**src/rtl/multicycle_ctrl_pkg.sv**
```systemverilog
// Shared encodings for the multicycle control FSM: ALU op codes, PC source select,
// opcode/funct constants, FSM state codes and the decoded instruction class.
package multicycle_ctrl_pkg;

    localparam logic [1:0] ALUOP_ADDU = 2'b00;
    localparam logic [1:0] ALUOP_SUBU = 2'b01;
    localparam logic [1:0] ALUOP_ORI  = 2'b10;

    localparam logic [1:0] PC_SRC_PC4    = 2'b00;
    localparam logic [1:0] PC_SRC_BRANCH = 2'b01;
    localparam logic [1:0] PC_SRC_JUMP   = 2'b10;

    localparam logic [5:0] OP_RTYPE = 6'b000000;
    localparam logic [5:0] OP_ORI   = 6'b001101;
    localparam logic [5:0] OP_LW    = 6'b100011;
    localparam logic [5:0] OP_SW    = 6'b101011;
    localparam logic [5:0] OP_BEQ   = 6'b000100;
    localparam logic [5:0] OP_J     = 6'b000010;

    localparam logic [5:0] FN_ADDU = 6'b100001;
    localparam logic [5:0] FN_SUBU = 6'b100011;

    localparam logic [2:0] S_FETCH  = 3'd0;
    localparam logic [2:0] S_DECODE = 3'd1;
    localparam logic [2:0] S_EXEC   = 3'd2;
    localparam logic [2:0] S_MEM    = 3'd3;
    localparam logic [2:0] S_WB     = 3'd4;
    localparam logic [2:0] S_TRAP   = 3'd5;

    typedef enum logic [2:0] {
        CLS_ADDU,
        CLS_SUBU,
        CLS_ORI,
        CLS_LW,
        CLS_SW,
        CLS_BEQ,
        CLS_J,
        CLS_BAD
    } instr_cls_e;

endpackage

```
**src/rtl/multicycle_ctrl_if.sv**
```systemverilog
// Control bus between the multicycle controller (master) and the datapath/memory side (slave).
interface multicycle_ctrl_if #(
    parameter int CNT_W = 32
);
    logic [5:0]       opcode;
    logic [5:0]       funct;
    logic             Zero;
    logic             mem_ready;
    logic [1:0]       ALUOp;
    logic             alu_src_imm;
    logic             reg_dst_rd;
    logic             mem_to_reg;
    logic [1:0]       pc_src;
    logic             pc_we;
    logic             ir_we;
    logic             reg_we;
    logic             mem_re;
    logic             mem_we;
    logic             illegal;
    logic             timeout;
    logic [CNT_W-1:0] retired;

    modport master (
        input  opcode, funct, Zero, mem_ready,
        output ALUOp, alu_src_imm, reg_dst_rd, mem_to_reg, pc_src,
               pc_we, ir_we, reg_we, mem_re, mem_we, illegal, timeout, retired
    );

    modport slave (
        output opcode, funct, Zero, mem_ready,
        input  ALUOp, alu_src_imm, reg_dst_rd, mem_to_reg, pc_src,
               pc_we, ir_we, reg_we, mem_re, mem_we, illegal, timeout, retired
    );

endinterface

```
**src/rtl/multicycle_ctrl_decode.sv**
```systemverilog
// Combinational instruction classifier: opcode/funct -> instruction class and legal flag.
module mc_decode
    import multicycle_ctrl_pkg::*;
(
    input  logic [5:0] opcode_i,
    input  logic [5:0] funct_i,
    output instr_cls_e cls_o,
    output logic       legal_o
);

    always_comb begin
        cls_o = CLS_BAD;
        case (opcode_i)
            OP_RTYPE: begin
                if (funct_i == FN_ADDU)      cls_o = CLS_ADDU;
                else if (funct_i == FN_SUBU) cls_o = CLS_SUBU;
            end
            OP_ORI:  cls_o = CLS_ORI;
            OP_LW:   cls_o = CLS_LW;
            OP_SW:   cls_o = CLS_SW;
            OP_BEQ:  cls_o = CLS_BEQ;
            OP_J:    cls_o = CLS_J;
            default: cls_o = CLS_BAD;
        endcase
        legal_o = (cls_o != CLS_BAD);
    end

endmodule

```
**src/rtl/multicycle_ctrl.sv**
```systemverilog
// Multicycle control FSM (FETCH/DECODE/EXEC/MEM/WB/TRAP) with memory wait watchdog
// and a wrapping retired-instruction counter.
module multicycle_ctrl
    import multicycle_ctrl_pkg::*;
#(
    parameter int WAIT_MAX = 16,
    parameter int CNT_W    = 32
) (
    input  logic               clk,
    input  logic               rst_n,
    multicycle_ctrl_if.master  bus
);

    localparam int WW = $clog2(WAIT_MAX + 1);
    localparam logic [WW-1:0] WAIT_LAST = WW'(WAIT_MAX - 1);

    logic [2:0]       state_q, state_d;
    instr_cls_e       cls_q, cls_d;
    logic [WW-1:0]    wait_q, wait_d;
    logic [CNT_W-1:0] retired_q, retired_d;
    logic             illegal_q, illegal_d;
    logic             timeout_q, timeout_d;

    instr_cls_e dec_cls;
    logic       dec_legal;
    logic       retire;

    logic [1:0] aluop, pc_src;
    logic       alu_src_imm, reg_dst_rd, mem_to_reg;
    logic       pc_we, ir_we, reg_we, mem_re, mem_we;

    mc_decode u_decode (
        .opcode_i (bus.opcode),
        .funct_i  (bus.funct),
        .cls_o    (dec_cls),
        .legal_o  (dec_legal)
    );

    always_comb begin
        state_d     = state_q;
        cls_d       = cls_q;
        wait_d      = wait_q;
        retired_d   = retired_q;
        illegal_d   = illegal_q;
        timeout_d   = timeout_q;
        retire      = 1'b0;
        aluop       = ALUOP_ADDU;
        alu_src_imm = 1'b0;
        reg_dst_rd  = 1'b0;
        mem_to_reg  = 1'b0;
        pc_src      = PC_SRC_PC4;
        pc_we       = 1'b0;
        ir_we       = 1'b0;
        reg_we      = 1'b0;
        mem_re      = 1'b0;
        mem_we      = 1'b0;

        case (state_q)
            S_FETCH: begin
                mem_re = 1'b1;
                if (bus.mem_ready) begin
                    ir_we   = 1'b1;
                    pc_we   = 1'b1;
                    state_d = S_DECODE;
                end else if (wait_q == WAIT_LAST) begin
                    timeout_d = 1'b1;
                    state_d   = S_TRAP;
                end else begin
                    wait_d = wait_q + WW'(1);
                end
            end
            // DECODE acts on the live memory word; later states use the latched class.
            S_DECODE: begin
                cls_d = dec_cls;
                if (!dec_legal) begin
                    illegal_d = 1'b1;
                    state_d   = S_TRAP;
                end else if (dec_cls == CLS_J) begin
                    pc_we   = 1'b1;
                    pc_src  = PC_SRC_JUMP;
                    retire  = 1'b1;
                    state_d = S_FETCH;
                end else begin
                    state_d = S_EXEC;
                end
            end
            S_EXEC: begin
                case (cls_q)
                    CLS_SUBU: aluop = ALUOP_SUBU;
                    CLS_ORI: begin
                        aluop       = ALUOP_ORI;
                        alu_src_imm = 1'b1;
                    end
                    CLS_LW, CLS_SW: alu_src_imm = 1'b1;
                    CLS_BEQ: begin
                        aluop  = ALUOP_SUBU;
                        pc_src = PC_SRC_BRANCH;
                        pc_we  = bus.Zero;
                    end
                    default: aluop = ALUOP_ADDU;
                endcase
                if (cls_q == CLS_BEQ) begin
                    retire  = 1'b1;
                    state_d = S_FETCH;
                end else if (cls_q == CLS_LW || cls_q == CLS_SW) begin
                    state_d = S_MEM;
                end else begin
                    state_d = S_WB;
                end
            end
            S_MEM: begin
                alu_src_imm = 1'b1;
                mem_re      = (cls_q == CLS_LW);
                mem_we      = (cls_q == CLS_SW);
                if (bus.mem_ready) begin
                    if (cls_q == CLS_SW) begin
                        retire  = 1'b1;
                        state_d = S_FETCH;
                    end else begin
                        state_d = S_WB;
                    end
                end else if (wait_q == WAIT_LAST) begin
                    timeout_d = 1'b1;
                    state_d   = S_TRAP;
                end else begin
                    wait_d = wait_q + WW'(1);
                end
            end
            S_WB: begin
                reg_we     = 1'b1;
                reg_dst_rd = (cls_q == CLS_ADDU) || (cls_q == CLS_SUBU);
                mem_to_reg = (cls_q == CLS_LW);
                retire     = 1'b1;
                state_d    = S_FETCH;
            end
            default: state_d = S_TRAP;
        endcase

        // Any state change is an entry into a fresh wait window.
        if (state_d != state_q) wait_d = '0;
        if (retire) retired_d = retired_q + CNT_W'(1);
    end

    always_ff @(posedge clk or negedge rst_n) begin
        if (!rst_n) begin
            state_q   <= S_FETCH;
            cls_q     <= CLS_BAD;
            wait_q    <= '0;
            retired_q <= '0;
            illegal_q <= 1'b0;
            timeout_q <= 1'b0;
        end else begin
            state_q   <= state_d;
            cls_q     <= cls_d;
            wait_q    <= wait_d;
            retired_q <= retired_d;
            illegal_q <= illegal_d;
            timeout_q <= timeout_d;
        end
    end

    // Strobes are masked by rst_n so an asserted reset silences them without waiting for a clock.
    assign bus.pc_we       = pc_we  & rst_n;
    assign bus.ir_we       = ir_we  & rst_n;
    assign bus.reg_we      = reg_we & rst_n;
    assign bus.mem_re      = mem_re & rst_n;
    assign bus.mem_we      = mem_we & rst_n;
    assign bus.ALUOp       = aluop;
    assign bus.alu_src_imm = alu_src_imm;
    assign bus.reg_dst_rd  = reg_dst_rd;
    assign bus.mem_to_reg  = mem_to_reg;
    assign bus.pc_src      = pc_src;
    assign bus.illegal     = illegal_q;
    assign bus.timeout     = timeout_q;
    assign bus.retired     = retired_q;

endmodule

```
**src/flat_wrapper.sv**
```systemverilog
// flat-port wrapper written by rule: the top's interface ports become plain ports
module multicycle_ctrl_flat import multicycle_ctrl_pkg::*;
#(
    parameter int WAIT_MAX = 16,
    parameter int CNT_W    = 32
)
  (clk, rst_n, bus_opcode, bus_funct, bus_Zero, bus_mem_ready, bus_ALUOp, bus_alu_src_imm, bus_reg_dst_rd, bus_mem_to_reg, bus_pc_src, bus_pc_we, bus_ir_we, bus_reg_we, bus_mem_re, bus_mem_we, bus_illegal, bus_timeout, bus_retired);
  multicycle_ctrl_if #(.CNT_W(CNT_W)) bus_i ();
  input  logic clk;
  input  logic rst_n;
  input wire logic [$bits(bus_i.opcode)-1:0] bus_opcode;
  input wire logic [$bits(bus_i.funct)-1:0] bus_funct;
  input wire logic [$bits(bus_i.Zero)-1:0] bus_Zero;
  input wire logic [$bits(bus_i.mem_ready)-1:0] bus_mem_ready;
  output wire logic [$bits(bus_i.ALUOp)-1:0] bus_ALUOp;
  output wire logic [$bits(bus_i.alu_src_imm)-1:0] bus_alu_src_imm;
  output wire logic [$bits(bus_i.reg_dst_rd)-1:0] bus_reg_dst_rd;
  output wire logic [$bits(bus_i.mem_to_reg)-1:0] bus_mem_to_reg;
  output wire logic [$bits(bus_i.pc_src)-1:0] bus_pc_src;
  output wire logic [$bits(bus_i.pc_we)-1:0] bus_pc_we;
  output wire logic [$bits(bus_i.ir_we)-1:0] bus_ir_we;
  output wire logic [$bits(bus_i.reg_we)-1:0] bus_reg_we;
  output wire logic [$bits(bus_i.mem_re)-1:0] bus_mem_re;
  output wire logic [$bits(bus_i.mem_we)-1:0] bus_mem_we;
  output wire logic [$bits(bus_i.illegal)-1:0] bus_illegal;
  output wire logic [$bits(bus_i.timeout)-1:0] bus_timeout;
  output wire logic [$bits(bus_i.retired)-1:0] bus_retired;
  assign bus_i.opcode = bus_opcode;
  assign bus_i.funct = bus_funct;
  assign bus_i.Zero = bus_Zero;
  assign bus_i.mem_ready = bus_mem_ready;
  assign bus_ALUOp = bus_i.ALUOp;
  assign bus_alu_src_imm = bus_i.alu_src_imm;
  assign bus_reg_dst_rd = bus_i.reg_dst_rd;
  assign bus_mem_to_reg = bus_i.mem_to_reg;
  assign bus_pc_src = bus_i.pc_src;
  assign bus_pc_we = bus_i.pc_we;
  assign bus_ir_we = bus_i.ir_we;
  assign bus_reg_we = bus_i.reg_we;
  assign bus_mem_re = bus_i.mem_re;
  assign bus_mem_we = bus_i.mem_we;
  assign bus_illegal = bus_i.illegal;
  assign bus_timeout = bus_i.timeout;
  assign bus_retired = bus_i.retired;
  multicycle_ctrl #(.WAIT_MAX(WAIT_MAX), .CNT_W(CNT_W)) u_core (.clk(clk), .rst_n(rst_n), .bus(bus_i));
endmodule
```
**config.mk**
```make
export PLATFORM = sky130hd
export DESIGN_NAME = multicycle_ctrl_flat
export DESIGN_NICKNAME = d
export VERILOG_FILES = /design/src/rtl/multicycle_ctrl_pkg.sv /design/src/rtl/multicycle_ctrl_if.sv /design/src/rtl/multicycle_ctrl_decode.sv /design/src/rtl/multicycle_ctrl.sv /design/src/flat_wrapper.sv
export SDC_FILE = /design/constraint.sdc
export NUM_CORES = 1
export LEC_CHECK = 0
export CAP_MARGIN = 10
export CORE_ASPECT_RATIO = 2
export CORE_MARGIN = 2
export CORE_UTILIZATION = 31
export CTS_CLUSTER_DIAMETER = 200
export DETAILED_ROUTE_END_ITERATION = 12
export DONT_BUFFER_PORTS = 1
export GPL_ROUTABILITY_DRIVEN = 0
export PLACE_DENSITY = 0.44
export SLEW_MARGIN = 20
export SYNTH_ARGS = -nofsm -noshare
export SYNTH_HDL_FRONTEND = slang
export SYNTH_HIERARCHICAL = 1
export SYNTH_SLANG_ARGS = --single-unit
```
**constraint.sdc**
```tcl
create_clock -name clk -period 4.25 [get_ports clk]
set_input_delay 1.0625 -clock clk [delete_from_list [all_inputs] [get_ports clk]]
set_output_delay 1.0625 -clock clk [all_outputs]
set_load 0.1 [all_outputs]
```
# [Word level (Yosys, flattened, before mapping)]
# Index checks and enable logic that the tools add are counted.
[classes] n_reduce_logical=12 muxes=39 n_addsub=2 n_bitwise=7 n_eq_ne=22
[op_table] operator="32-bit by 1-bit adder with 32-bit output, second input constant" count=1
[op_table] operator="3-bit two-way mux" count=9
[op_table] operator="6-bit == test, second input constant" count=4
[op_table] operator="5-bit two-way mux" count=4
[op_table] operator="3-bit one-hot mux with 6 select lines" count=1
[op_table] operator="3-bit one-hot mux with 5 select lines" count=1
[op_table] operator="1-bit two-way mux" count=14
[op_table] operator="3-bit by 2-bit == test with 1-bit output, second input constant" count=4
[op_table] operator="3-bit == test, second input constant" count=4
[op_table] operator="2-bit two-way mux" count=4
[op_table] operator="2-bit one-hot mux with 2 select lines" count=2
[op_table] operator="3-bit by 1-bit == test with 1-bit output, second input constant" count=2
[op_table] operator="6-bit by 2-bit == test with 1-bit output, second input constant" count=1
[op_table] operator="6-bit by 3-bit == test with 1-bit output, second input constant" count=1
[op_table] operator="6-bit by 4-bit == test with 1-bit output, second input constant" count=1
[op_table] operator="3-bit logical NOT" count=2
[op_table] operator="6-bit logical NOT" count=1
[op_table] operator="3-bit AND reduction" count=2
[op_table] operator="5-bit by 1-bit adder with 5-bit output, second input constant" count=1
[op_table] operator="1-bit bitwise AND" count=5
[op_table] operator="5-bit by 4-bit == test with 1-bit output, second input constant" count=1
[op_table] operator="1-bit one-hot mux with 2 select lines" count=2
[op_table] operator="1-bit one-hot mux with 4 select lines" count=1
[op_table] operator="2-bit OR reduction" count=2
[op_table] operator="other kinds (10)" count=12
[totals] wordCells=88 regBits=45 input_bits=16

# [Depth between registers and ports, before layout]
[logic_depth] depth_word=11 ltp_mapped=11

# [Modules after synthesis]
# The synthesis kept the hierarchy.
[by_module_without_submodules] module="multicycle_ctrl" area_each_um2=2447.3 seq_area_each_um2=1129.8 n_inst=1 cells_each=221
[by_module_without_submodules] module="mc_decode" area_each_um2=195.2 seq_area_each_um2=0.0 n_inst=1 cells_each=30

# [Least setup slack after synthesis]
# No wires, ideal clock.
[synth_timing] kind="input port to output port" from="in bus_funct[3]" to="out bus_pc_we" slack_ps=-2644 arrival_ps=5831 cell_stages=7 n_path_buf=0 cell_sequence="or4b_4 -> o31a_2 -> a21bo_1 -> nand4bb_1 -> nor2_1 -> a221oi_1 -> nor3_1"
[synth_via] word_cells_on_any_way=11
[synth_lines] element="start: declaration" line_no="flat_wrapper.sv:12" rtl="input wire logic [$bits(bus_i.funct)-1:0] bus_funct;"
[synth_lines] element="6-bit == test" line_no="multicycle_ctrl_decode.sv:16" rtl="else if (funct_i == FN_SUBU) cls_o = CLS_SUBU;"
[synth_lines] element="3-bit two-way mux" line_no="multicycle_ctrl_decode.sv:16"
[synth_lines] element="3-bit two-way mux *" line_no="multicycle_ctrl_decode.sv:15" rtl="if (funct_i == FN_ADDU) cls_o = CLS_ADDU;"
[synth_lines] element="3-bit one-hot mux with 6 select lines *" line_no="multicycle_ctrl_decode.sv:13" rtl="case (opcode_i)"
[synth_lines] element="via u_core.dec_cls[2]" line_no="multicycle_ctrl.sv:24" rtl="instr_cls_e dec_cls;"
[synth_lines] element="3-bit inequality test *" line_no="multicycle_ctrl_decode.sv:25" rtl="legal_o = (cls_o != CLS_BAD);"
[synth_lines] element="via u_core.dec_legal" line_no="multicycle_ctrl.sv:25" rtl="logic dec_legal;"
[synth_lines] element="1-bit two-way mux *" line_no="multicycle_ctrl.sv:75" rtl="if (!dec_legal) begin"
[synth_lines] element="1-bit one-hot mux with 3 select lines *" line_no="multicycle_ctrl.sv:58" rtl="case (state_q)"
[synth_lines] element="1-bit bitwise AND *" line_no="multicycle_ctrl.sv:163" rtl="assign bus.pc_we = pc_we & rst_n;"
[synth_lines] element="end: declaration" line_no="flat_wrapper.sv:20" rtl="output wire logic [$bits(bus_i.pc_we)-1:0] bus_pc_we;"
# The timed path passes the listed nets; every way through them passes the cells marked *.

# [Worst setup path in the final report]
[layout_timing] from="in bus_funct[3]" to="out bus_pc_we"
[layout_via] word_cells_on_any_way=11
[layout_lines] element="6-bit == test" line_no="multicycle_ctrl_decode.sv:16"
[layout_lines] element="3-bit two-way mux" line_no="multicycle_ctrl_decode.sv:16"
[layout_lines] element="3-bit two-way mux *" line_no="multicycle_ctrl_decode.sv:15"
[layout_lines] element="3-bit one-hot mux with 6 select lines *" line_no="multicycle_ctrl_decode.sv:13"
[layout_lines] element="3-bit inequality test *" line_no="multicycle_ctrl_decode.sv:25"
[layout_lines] element="via u_core.dec_legal" line_no="multicycle_ctrl.sv:25"
[layout_lines] element="1-bit two-way mux *" line_no="multicycle_ctrl.sv:75"
[layout_lines] element="1-bit one-hot mux with 3 select lines *" line_no="multicycle_ctrl.sv:58"
[layout_lines] element="1-bit bitwise AND *" line_no="multicycle_ctrl.sv:163"
# Marked as above.

==> flow_results.org <==
** Timing
- Minimum setup slack in the final design :: 97.4 ps
- The number of pins with negative max-slew slack in the final report is 0.
- Period minus WS final :: 4150 ps
- Slew @ Worst Pin :: 1030 ps
- The number of hold-slack violations in the final timing report was 0.
- Setup violations remaining at the end of the flow were counted as 0.
- Setup repair after global routing left no endpoint under its margin.
- Peak Freq :: 0.241 GHz
- The worst pin sits at a relative slew slack of 31.5%.
- Final hold analysis gives a worst-case slack of 461 ps.
- Of the available clock period, the critical path in the final layout requires 97.7%.
- Setup skew after layout :: 8.46 ps

** Finish
- Final Net Count :: 300
- Leading cell types in the layout, fill and taps excluded :: sky130_fd_sc_hd__dfrtp_1 (42), sky130_fd_sc_hd__xnor2_1 (31), sky130_fd_sc_hd__buf_4 (26), sky130_fd_sc_hd__nand2_1 (21), sky130_fd_sc_hd__nand3_1 (19)
- Leaving out fill and tap cells, the most frequent cell in the layout is sky130_fd_sc_hd__dfrtp_1.
- The number of antenna diodes in the final layout is 0.
- Excluding fillers, the count of instances in the completed layout stands at 380.
- Layout fillers :: 840
- Summing all multi-input logic gate instances after layout gives 0.00148 mm².
- Area overhead of the layout relative to synthesis :: 21.3%
- Of the cells placed in the final design, the portion with a size suffix greater than 1 is 28.7%.
- Registers take 0.00113 mm².

** Synthesis
- After technology mapping, the gate count stands at 251.
- Post-synthesis cell type count :: 64
- FFs w/ async S/R, synth :: 100%
- The cell area that synthesis handed to floorplanning was 0.00264 mm².
- Counting every net in the synthesized netlist gives 270.
- The most used flip-flop cell after synthesis is sky130_fd_sc_hd__dfrtp_1.
- For this run, the number of Yosys warnings is 6.
- Sequential elements use 42.8% of the synthesized area.
- Number of synthesized flops with an enable pin :: 0
- Synthesis inferred 45 register bits.
- Post-Syn Area per Cell :: 10.5 µm²

** Global routing
- The total overflow left after global routing is 0.
- Total track usage :: 14.6%
- met2 is the most crowded layer.
- Number of antenna violations at the first check in global routing :: 0
- Global routing consumed, on the met3 layer, 3.73% of the routing resources.
- Global-route track usage on met1 :: 13.4%
- Via count of the first global-routing pass :: 2116
- Maximum number of pins on one net before global-route repair :: 49
- First-pass GRT wire length :: 10700 µm
- Met2 Resource Use GR :: 29.0%

** Clock tree
- TritonCTS built the clock tree.
- After clock tree synthesis, the clock-pin slew on the worst setup and hold paths is 70 ps.
- Clock sink count :: 45
- The clock reaches the later pin of the worst-skew pair after 290 ps.
- Clock tree synthesis inserted a total of 5 buffers.
- Cell at the root of the clock tree :: sky130_fd_sc_hd__clkbuf_16
- Number of buffers between clock root and the deepest sink :: 2
- Maximum level of the CTS H-tree :: 2

** Setup path
- Top fanout value on the critical path :: 3
- Category of the worst setup path capture point :: output pin
- Crit path launch type :: primary input
- Worst-path cell chain :: or4b_4 -> nor3_2 -> o32a_1 -> nand2b_1 -> a21bo_4 -> nand4bb_1 -> nor2_4 -> a221oi_1 -> buf_4 -> nor3_4 -> buf_12
- On the critical path, the stage with the largest delay is an instance of sky130_fd_sc_hd__or4b_4.
- For this run, the slowest stage of the critical path takes 540 ps.
- Startpoint-to-endpoint class of the critical path :: primary input to output pin
- Worst Path Arrival :: 3090 ps
- At the worst endpoint, the required time is 3190 ps.

** Routing
- Routed length per instance :: 17.2 µm
- Iteration-0 DRC Markers :: 44
- For this run, the detailed router's first-pass iteration total came to 4.
- Via-per-instance ratio :: 5.28
- Summed over all layers, the routed wires come to 6520 µm.
- Antenna violation net count after detailed routing :: 0
- DRC errors left :: 0
- The routed layout has 2008 vias.

** Power
- Leak pwr :: 0.00131 µW
- Peak supply drop :: 0.000183 V
- For this design the ratio of total power to cell area is 283 mW/mm².

** Place
- Once placement completed, the tool counted placed cells totaling 372.
- After legalization and detailed placement, the total HPWL measured 5020 µm.
- Before CTS, the worst setup slack after placement is 75.2 ps.
- IO Port Bufs :: 0

** Die
- X dimension of the die :: 69.3 µm
- Ports :: 62
- From bottom edge to top edge, the die measures 135 µm.
- Area enclosed by the die boundary :: 0.00932 mm²
- Number of placement rows :: 47
- Floorplan core area :: 0.00829 mm²
- Starting utilization of the core area :: 31.9%

** Status
- Outcome :: finished, final reports clean

** Hold path
- The worst hold path belongs to the class primary input to async pin.

** Run
- The tool flagged a number of max-cap violations equal to 0.
-- flip-flops by register name, summed over array words and instances, names as in the netlist --
| name | flops |
|---|---|
| u_core/bus.retired | 32 |
| u_core/wait_q | 5 |
| u_core/cls_q | 3 |
| u_core/state_q | 3 |
| u_core/bus.illegal | 1 |
| u_core/bus.timeout | 1 |
-- cell usage after synthesis, drive strengths merged, types with 2 or more instances --
| cell | instances | area (µm²) |
|---|---|---|
| dfrtp | 42 | 1050 |
| dfstp | 3 | 78.8 |
| nor4 | 3 | 48.8 |
| o31a | 2 | 20.0 |
| ha | 3 | 37.5 |
| or3b | 2 | 17.5 |
| xor2 | 5 | 62.6 |
| and3 | 10 | 62.6 |
| nand2b | 3 | 18.8 |
| nor2 | 18 | 72.6 |
| a21oi | 3 | 22.5 |
| and2 | 4 | 27.5 |
| a31oi | 3 | 18.8 |
| nand2 | 21 | 78.8 |
| nor3b | 5 | 60.1 |
| buf | 6 | 53.8 |
| a211oi | 2 | 20.0 |
| nand4bb | 2 | 22.5 |
| o21ai | 3 | 15.0 |
| inv | 8 | 30.0 |
| nor2b | 4 | 25.0 |
| nand3 | 19 | 95.1 |
| o211ai | 2 | 28.8 |
| mux2 | 4 | 45.0 |
| xnor2 | 31 | 272 |
| nand4 | 14 | 93.8 |
| nor3 | 6 | 35.0 |
| and4 | 2 | 18.8 |
-- metal layers --
layer	wire length (µm)	vias to the layer above
met3	369	13
met2	3760	60
met5	0	-
li1	-	959
met1	2210	976
met4	181	0
-- cell families (layout without fill, tap and decap cells) --
| family | after synthesis | in the layout | synth area share [%] |
|---|---|---|---|
| flip-flops | 45 | 45 | 42.8 |
| AND/OR/NAND/NOR | 119 | 119 | 27.6 |
| adder cells (fa/ha/maj) | 3 | 3 | 1.42 |
| multiplexers | 5 | 5 | 2.08 |
| AO/OA/AOI/OAI | 29 | 29 | 10.3 |
| buffers and inverters | 14 | 45 | 3.17 |
| XOR/XNOR | 36 | 36 | 12.6 |
-- worst max-delay path: cells and delay by family --
kind	cells	cell delay [ps]
and+or+nand+nor	6	1310
buffers and inverters	2	360
AOI/OAI and AO/OA	3	350
-- what timing repair did --
item                       in CTS  in global routing
resized for setup               0                  2
buffers inserted                0                  0
hold buffers                    0                  0
setup endpoints to repair       0                  1
-- worst paths after layout --
path	startpoint	end	slack [ps]	depth (start not counted)
max	bus_funct[3]	bus_pc_we	100	11
min	rst_n	u_core/bus.retired[7]$_DFFE_PN0P_	460	0
max reg2reg	u_core/bus.retired[21]$_DFFE_PN0P_	u_core/bus.retired[28]$_DFFE_PN0P_	1840	5
min reg2reg	u_core/wait_q[3]$_DFFE_PN0P_	u_core/wait_q[3]$_DFFE_PN0P_	540	2
max in group asynchronous	rst_n	u_core/cls_q[1]$_DFFE_PN1N_	3610	0
min in group clk	u_core/wait_q[3]$_DFFE_PN0P_	u_core/wait_q[3]$_DFFE_PN0P_	540	2
-- area by class of cell --
type / count / share of cell area, %
clock buffer: 6 / 4.33
clock inverter: 2 / 1.17
inverter: 8 / 0.937
multi-input combinational: 192 / 46.2
sequential: 45 / 35.2
tap: 98 / 3.83
timing repair buffer: 29 / 8.27
-- power breakdown --
part | internal (µW) | switching, µW | total [µW] | leakage (µW)
Sequential | 428 | 0 | 428 | 0.000592
Combinational | 8.65 | 8.83 | 17.5 | 0.000640
Clock | 293 | 167 | 461 | 0.0000831
-- stage by stage --
| step | TNS, ps | util, % | total power (µW) | area, µm² |
|---|---|---|---|---|
| after floorplan | -701 | - | 450 | 2670 |
| after CTS | 0 | 38.6 | 925 | 3200 |
| after global placement | 0 | 36.4 | 453 | 3020 |
| final | 0 | 38.7 | 907 | 3210 |
| after global routing | 0 | 38.7 | 937 | 3210 |
| after detailed placement | 0 | 36.4 | 453 | 3020 |
Note: power is estimated with default switching activity, not from simulation.
